`config.mk`:
```
export PLATFORM = sky130hd
export DESIGN_NAME = coverage
export DESIGN_NICKNAME = d
export VERILOG_FILES = /design/src/rtl/coverage.sv
export SDC_FILE = /design/constraint.sdc
export NUM_CORES = 1
export LEC_CHECK = 0
export CAP_MARGIN = 15
export CORE_UTILIZATION = 33
export CTS_CLUSTER_SIZE = 25
export DETAILED_ROUTE_END_ITERATION = 6
export PLACE_DENSITY = 0.67
export SLEW_MARGIN = 20
export SYNTH_ARGS = -nofsm -noshare
export SYNTH_HDL_FRONTEND = slang
export SYNTH_SLANG_ARGS = --single-unit
```
`constraint.sdc`:
```
create_clock -name clk -period 6.9 [get_ports clk]
set_input_delay 1.38 -clock clk [delete_from_list [all_inputs] [get_ports clk]]
set_output_delay 1.38 -clock clk [all_outputs]
set_load 0.01 [all_outputs]
```
`src/rtl/coverage.sv`:
```
// ----------------------------------------------------------------------------
// coverage : functional-coverage collector for a single-retire trace port.
// Optional trap-cross bitmaps are enabled by defining COVERAGE_TRAP_CROSS_EN.
// Revision : 1.0
// ----------------------------------------------------------------------------
`default_nettype none

module coverage #(
    parameter int ILEN  = 32,
    parameter int CNT_W = 32
) (
    input  logic             clk,
    input  logic             reset_n,
    input  logic             valid,
    input  logic [ILEN-1:0]  insn,
    input  logic             trap,
    input  logic             clear,
    output logic [CNT_W-1:0] insn_count,
    output logic [CNT_W-1:0] trap_count,
    output logic [31:0]      opcode_hits,
    output logic [2:0]       cmp_hits,
    output logic [5:0]       bins_hit,
    output logic             full_cov,
    output logic             sample_pulse
`ifdef COVERAGE_TRAP_CROSS_EN
    ,
    output logic [31:0]      trap_hits,
    output logic [2:0]       trap_cmp_hits,
    output logic [5:0]       trap_bins_hit
`endif
);

    localparam logic [5:0] c_ALL_BINS = 6'd35;

    logic [CNT_W-1:0] r_insn_count;
    logic [CNT_W-1:0] r_trap_count;
    logic [31:0]      r_opcode_hits;
    logic [2:0]       r_cmp_hits;
    logic             r_sample_pulse;

    logic             w_is32;
    logic [31:0]      w_op_onehot;
    logic [2:0]       w_cmp_onehot;
    logic             w_hit;
    logic             w_trap_hit;
    logic [5:0]       w_bins;
    logic             w_unused_insn;

    // Only the low seven bits carry decode information.
    assign w_unused_insn = ^insn[ILEN-1:7];

    assign w_is32       = (insn[1:0] == 2'b11);
    assign w_op_onehot  = w_is32 ? (32'd1 << insn[6:2]) : 32'd0;
    assign w_cmp_onehot = w_is32 ? 3'd0 : (3'd1 << insn[1:0]);
    assign w_hit        = valid & ~trap;
    assign w_trap_hit   = valid & trap;

    always_ff @(posedge clk or negedge reset_n) begin
        if (!reset_n) begin
            r_insn_count   <= '0;
            r_trap_count   <= '0;
            r_opcode_hits  <= '0;
            r_cmp_hits     <= '0;
            r_sample_pulse <= 1'b0;
        end else if (clear) begin
            r_insn_count   <= '0;
            r_trap_count   <= '0;
            r_opcode_hits  <= '0;
            r_cmp_hits     <= '0;
            r_sample_pulse <= 1'b0;
        end else begin
            r_sample_pulse <= valid;
            if (w_hit) begin
                // Saturate instead of wrapping so long runs stay meaningful.
                if (r_insn_count != {CNT_W{1'b1}})
                    r_insn_count <= r_insn_count + 1'b1;
                r_opcode_hits <= r_opcode_hits | w_op_onehot;
                r_cmp_hits    <= r_cmp_hits | w_cmp_onehot;
            end
            if (w_trap_hit && (r_trap_count != {CNT_W{1'b1}}))
                r_trap_count <= r_trap_count + 1'b1;
        end
    end

    always_comb begin
        w_bins = 6'd0;
        for (int k = 0; k < 32; k++)
            w_bins = w_bins + {5'd0, r_opcode_hits[k]};
        for (int q = 0; q < 3; q++)
            w_bins = w_bins + {5'd0, r_cmp_hits[q]};
    end

    assign insn_count   = r_insn_count;
    assign trap_count   = r_trap_count;
    assign opcode_hits  = r_opcode_hits;
    assign cmp_hits     = r_cmp_hits;
    assign bins_hit     = w_bins;
    assign full_cov     = (w_bins == c_ALL_BINS);
    assign sample_pulse = r_sample_pulse;

`ifdef COVERAGE_TRAP_CROSS_EN
    logic [31:0] r_trap_hits;
    logic [2:0]  r_trap_cmp_hits;
    logic [5:0]  w_trap_bins;

    always_ff @(posedge clk or negedge reset_n) begin
        if (!reset_n) begin
            r_trap_hits     <= '0;
            r_trap_cmp_hits <= '0;
        end else if (clear) begin
            r_trap_hits     <= '0;
            r_trap_cmp_hits <= '0;
        end else if (w_trap_hit) begin
            r_trap_hits     <= r_trap_hits | w_op_onehot;
            r_trap_cmp_hits <= r_trap_cmp_hits | w_cmp_onehot;
        end
    end

    always_comb begin
        w_trap_bins = 6'd0;
        for (int k = 0; k < 32; k++)
            w_trap_bins = w_trap_bins + {5'd0, r_trap_hits[k]};
        for (int q = 0; q < 3; q++)
            w_trap_bins = w_trap_bins + {5'd0, r_trap_cmp_hits[q]};
    end

    assign trap_hits     = r_trap_hits;
    assign trap_cmp_hits = r_trap_cmp_hits;
    assign trap_bins_hit = w_trap_bins;
`endif

endmodule

`default_nettype wire

```
==> impl_metrics.toml, run 1 <==
[run_status]
run_status = "complete, but fails checks"
violations = "negative setup slack"

[final_layout]
syn_to_final_growth_pct = 31.9
antenna_cells = 0
fin_util_pct = 45.1
fillers = 1644
layout-drive-gt1-share_pct = 10.8
fin_nets = 835

[floorplan]
die-area_sq_um = 18700
die_x_um = 137
die_h_um = 137
io_pins = 144
initial_core_util_pct = 34.2
core_area_sq_um = 17500
rows = 48

[detailed_routing]
wl_per_cell_um = 16.1
num_vias = 5312
first_pass_iters = 4
drt-initial-drc-count = 240
drt-total-wl_um = 16000
ant_nets = 0
vias_per_cell = 5.35
drc_errors = 0

[worst_setup_path]
crit_type = "register to output pin"
critical_path_arrival_ps = 5750
cp-start-kind = "register"
endpoint_kind = "output pin"
crit_fanout = 2
critPathRequiredTime_ps = 5520

[global_routing]
grt_antenna_before_repair = 0
grt.total_usage_pct = 17.7
met1_usage_pct = 23.5
grt_most_used_layer = "met2"
grtUsageMet3_pct = 5.22
grt_pass1_vias = 4911
overflow = 0
grt_max_degree = 66
grt_pass1_wl_um = 25400
use_met2_pct = 28.2

[cts]
htree_levels = 3
cts_buffers = 9
clock_path_buffers = 2
clkSinkCount = 100
clk_latency_ps = 350
ctsHoldBuffers = 0
tritoncts = "yes"
path_clk_slew_ps = 70
cts-root-buf = "clkbuf_16"

[timing]
timing.final.crit_share_pct = 103
min_period_ps = 7130
tns_ps = -234
finalSetupViolCount = 1
drv_slew = 0
tightest_slew_ps = 977
slew_headroom_pct = 34.3
skew_ps = 6.65
fin_ws_ps = -234
hold_viol = 0
rsz0062_at_grt = "true"
clock.fmax_mhz = 140

[place]
gp_congestion = 0.847
io_buffers = 118
dp_hpwl_um = 11400

[logic_synthesis]
synth_edf_count = 0
syn-num-nets = 704
synth_cell_types = 55
yosysTopAreaCellShare_pct = 41.8
syn_avg_cell_area_sq_um = 9.48
synthFlopType = "dfrtp_1"
ys_seq_area_share_pct = 41.8
synth-async-reset-ratio_pct = 100
synth.area.top_cells = "dfrtp_1 (42%), fa_1 (9.0%), a21oi_1 (5.8%)"
yosys_warnings = 0
netlist_area_sq_um = 5980
yosys.area.top_type = "dfrtp_1"
ys_seq_elements = 100
synthCells = 631

[power_and_ir_drop]
power_density_nw_per_um2 = 160
p_leak_nw = 3.20
peakVddDrop_mv = 0.127

[run]
cap_violations = 0

[worst_hold_path]
hp-class = "register to register"
-- layer usage --
metal / vias up / part of all wire [%]
met5: - / 0
met1: 2624 / 45
met2: 143 / 48
met4: 0 / 0.69
met3: 11 / 6.0
li1: 2534 / -
-- area by class of cell --
class / count / area [sq um] / area share [%]
clock inverters: 7 / 115 / 1.46
well taps: 225 / 282 / 3.57
inverters: 64 / 240 / 3.05
multi-input cells: 437 / 3110 / 39.5
clock buffers: 9 / 225 / 2.85
flip-flops and latches: 100 / 2500 / 31.7
repair buffers: 150 / 1410 / 17.9
-- synthesized netlist by cell type (all sizes together), types with 3 or more instances --
cell type	count
or2	4
a31oi	7
nand3	29
inv	64
and2	3
dfrtp	100
a21o	3
a21oi	80
nor4	9
or3	22
or4	32
o31ai	33
clkbuf	18
o21a	3
and4	6
nand4	21
nor3	11
nand2	28
nor2	49
and3	6
o21ai	20
xor2	7
nor2b	6
ha	9
buf	12
fa	27
mux2i	3
-- through the flow --
| step | power (mW) | hold slack (ps) | area, sq um | cells | setup slack (ps) |
|---|---|---|---|---|---|
| finish | 1.26 | 536 | 7890 | 992 | -234 |
| global route | 1.31 | 554 | 7890 | 992 | -446 |
| CTS | 1.28 | 539 | 7870 | 990 | -323 |
| detailed placement | 0.688 | 524 | 7510 | 972 | -470 |
| global placement | 0.687 | 526 | 7510 | 972 | -505 |
| floorplan | 0.644 | 543 | 5990 | 631 | 58.6 |
-- worst max-delay path, stage by stage, from the launching register on --
cell and delay [ps]:
dfrtp_1 400, fa_1 530, inv_1 50, fa_1 510
inv_2 40, fa_1 490, inv_2 40, fa_1 530
fa_1 450, fa_1 510, inv_2 50, fa_2 370
fa_2 380, a21o_1 170, a21oi_2 140, xor2_1 80
or4_1 410, nor3_2 100, buf_2 140
-- sequential cells by signal, summed over array words and instances (netlist names) --
register      flops
insn_count       32
opcode_hits      32
trap_count       32
cmp_hits          3
sample_pulse      1
-- kinds of logic (layout without fill, tap and decap cells) --
group | after synthesis | in the layout | share of synthesized area [%]
XOR/XNOR | 7 | 7 | 1.02
buffers and inverters | 94 | 230 | 6.63
adder cells (fa/ha/maj) | 36 | 36 | 10.9
AO/OA/AOI/OAI | 155 | 155 | 16.3
multiplexers | 5 | 5 | 0.941
AND/OR/NAND/NOR | 234 | 234 | 22.4
flip-flops | 100 | 100 | 41.8
-- final timing paths --
path	from	depth (start not counted)	slack (ps)	endpoint
setup / recovery	opcode_hits[17]$_DFFE_PN0P_	18	-230	full_cov
hold / removal	opcode_hits[22]$_DFFE_PN0P_	2	540	opcode_hits[22]$_DFFE_PN0P_
setup reg to reg	insn_count[3]$_DFFE_PN0P_	6	3920	insn_count[9]$_DFFE_PN0P_
hold reg to reg	opcode_hits[22]$_DFFE_PN0P_	2	540	opcode_hits[22]$_DFFE_PN0P_
max in group asynchronous	reset_n	2	4700	opcode_hits[7]$_DFFE_PN0P_
min in group asynchronous	reset_n	1	1030	trap_count[9]$_DFFE_PN0P_
-- cells in the final DEF, fill, tap and decap left out, types with 6 or more instances in the layout --
cell type        count
a21oi_1             68
a21oi_2             12
a31oi_1              7
and3_1               6
and4_1               6
buf_4               34
clkbuf_16            9
clkdlybuf4s50_1    110
dfrtp_1            100
fa_1                25
ha_1                 9
inv_1               61
nand2_1             28
nand3_1             28
nand4_1             19
nor2_1              49
nor2b_1              6
nor3_1              10
nor4_1               6
o21ai_0              9
o21ai_1             11
o31ai_1             32
or3_1               22
or4_1               32
xor2_1               6
-- where the power goes --
| group | switching (mW) | internal, mW |
|---|---|---|
| logic | 0.0568 | 0.0277 |
| registers | 0.00337 | 0.589 |
| clock network | 0.230 | 0.353 |
-- repair_timing --
action,4_1_cts,5_1_grt
endpoints found under the setup margin,5,6
pin swaps,6,1
gates resized for setup,14,6
endpoints found under the hold margin,0,0
setup buffers,2,2
Power figures use the tool's default switching activity.
==> run 2, diff against run 1 <==
--- a/config.mk
+++ b/config.mk
@@ -9,7 +9,6 @@
 export CORE_UTILIZATION = 33
 export CTS_CLUSTER_SIZE = 25
 export DETAILED_ROUTE_END_ITERATION = 6
-export PLACE_DENSITY = 0.67
 export SLEW_MARGIN = 20
 export SYNTH_ARGS = -nofsm -noshare
 export SYNTH_HDL_FRONTEND = slang
==> run 2 against run 1 <==
The run still ends with negative setup slack left. Wire length is 5.4% higher. Final cell count shrank 0.20%. Design area hardly changed. Maximum frequency fell by 1.5%. Critical path depth unchanged. Clock skew decreased by 1.8 ps.
==> impl_metrics.toml, run 2 (synthesis gave the netlist of run 1 again) <==
[final_layout]
multiInputGateArea_sq_um = 3120
final_cell_mix = "clkdlybuf4s50_1 (110), dfrtp_1 (100), a21oi_1 (67)"
fillers = 1659
fin_nets = 833
antenna_cells = 0
final_common_cell = "clkdlybuf4s50_1"
layout-drive-gt1-share_pct = 10.8
final_cell_area_sq_um = 7890
syn_to_final_growth_pct = 31.9
regArea_sq_um = 2500

[global_routing]
grt_antenna_before_repair = 0
grt_pass1_wl_um = 27700
grt_max_degree = 66
grt.total_usage_pct = 19.1
grt_pass1_vias = 5389
overflow = 0

[worst_setup_path]
cp_num_buf_inv = 5
cp-start-kind = "register"
cp_slowest_cell = "fa_1"
crit_chain = "fa_1, inv_2, fa_1, inv_2, fa_1, inv_1, fa_1, fa_2, fa_1, inv_1, fa_2, fa_2, a21o_1, a21oi_2, xor2_1, or4_1, nor3_2, buf_2"
path_depth = 18
crit_type = "register to output pin"
path_delay_family = "adder cells"
rr_worst_depth = 5
crit_fanout = 2
cp_common_cell = "fa_1"
critPathRequiredTime_ps = 5520
critical_path_arrival_ps = 5860
slowest_delay_ps = 560
endpoint_kind = "output pin"

[timing]
drv_slew = 0
min_period_ps = 7240
fin_ws_ps = -345
hold_viol = 0
slew_headroom_pct = 42.9
holdWs_ps = 531
finalSetupViolCount = 1
tns_ps = -345
skew_ps = 4.87
tightest_slew_ps = 855
rsz0062_at_grt = "true"
timing.final.crit_share_pct = 105
clock.fmax_mhz = 138

[place]
gp_congestion = 0.859
io_buffers = 118
placedInstanceArea_sq_um = 7510
dp_hpwl_um = 12200

[detailed_routing]
wl_per_cell_um = 17.1
num_vias = 5357
first_pass_iters = 5
ant_nets = 0
drc_errors = 0
vias_per_cell = 5.41
drt-initial-drc-count = 328
drt-total-wl_um = 16900

[cts]
htree_levels = 3
ctsHoldBuffers = 0
cts-root-buf = "clkbuf_16"
clk_latency_ps = 350
clkSinkCount = 100
path_clk_slew_ps = 70
clock_path_buffers = 2
tritoncts = "yes"
cts_buffers = 9

[floorplan]
rows = 48
core_area_sq_um = 17500
io_pins = 144
initial_core_util_pct = 34.2
die-area_sq_um = 18700
die_x_um = 137
die_h_um = 137

[worst_hold_path]
hp-class = "register to register"
holdPathStages = 2

[run]
cap_violations = 0

[run_status]
run_status = "complete, but fails checks"
violations = "negative setup slack"

[power_and_ir_drop]
power_density_nw_per_um2 = 161
peakVddDrop_mv = 0.149
p_leak_nw = 3.20
## run 2: cell types whose count changed in the layout (fill, tap and decap cells not counted), sizes merged
| cell | before | now |
|---|---|---|
| buf | 36 | 35 |
| dlygate4sd2 | 3 | 0 |
| clkdlybuf4s15 | 0 | 1 |
| clkinvlp | 2 | 1 |
| clkbuf | 9 | 10 |
| dlymetal6s2s | 1 | 2 |
## run 2: metal layers
layer | vias up | wire length (um) | part of all wire [%] | GRT usage [%]
met2 | 145 | 8090 | 48 | 31.5
met5 | - | 0 | 0 | 0
met1 | 2657 | 7810 | 46 | 25.6
met4 | 0 | 278 | 1.6 | 6.11
li1 | 2535 | - | - | -
met3 | 20 | 707 | 4.2 | 2.81
## run 2: report_power, final
group	total, mW	switching (mW)	internal, mW
Clock	0.596	0.231	0.365
Sequential	0.592	0.00339	0.589
Combinational	0.0842	0.0564	0.0278
Total	1.27	0.291	0.981
## run 2: final timing paths
check	end	slack (ps)	start
max reg2reg	insn_count[27]$_DFFE_PN0P_	3980	insn_count[3]$_DFFE_PN0P_
max	full_cov	-340	opcode_hits[17]$_DFFE_PN0P_
max in group asynchronous	opcode_hits[7]$_DFFE_PN0P_	4700	reset_n
min in group asynchronous	trap_count[18]$_DFFE_PN0P_	990	reset_n
min reg2reg	opcode_hits[6]$_DFFE_PN0P_	530	opcode_hits[6]$_DFFE_PN0P_
min	opcode_hits[6]$_DFFE_PN0P_	530	opcode_hits[6]$_DFFE_PN0P_
## run 2: worst min-delay path: cells and delay by family (launching register included)
family / cells / cell delay [ps]
simple gates: 1 / 70
flops: 1 / 370
compound gates: 1 / 50
## run 2: final cells by class
cell class                      instances  share of cell area, %
Multi-Input combinational cell        437                   39.5
Sequential cell                       100                   31.7
Timing Repair Buffer                  148                   17.7
Tap cell                              225                   3.57
Inverter                               64                   3.05
Clock buffer                           10                   3.03
Clock inverter                          6                   1.41
## run 2: repair_timing
action,4_1_cts,5_1_grt
setup endpoints to repair,5,6
gates resized for setup,11,11
setup buffers,1,0
pin swaps,5,2
## run 2: through the flow
stage | worst slack [ps] | cells | power (mW) | util [%]
3_5_place_dp | -533 | 973 | 0.688 | 43.0
2_1_floorplan | 58.6 | 631 | 0.644 | -
3_3_place_gp | -488 | 973 | 0.686 | 43.0
5_1_grt | -582 | 990 | 1.32 | 45.1
6_report | -345 | 990 | 1.27 | 45.1
4_1_cts | -367 | 990 | 1.29 | 45.1
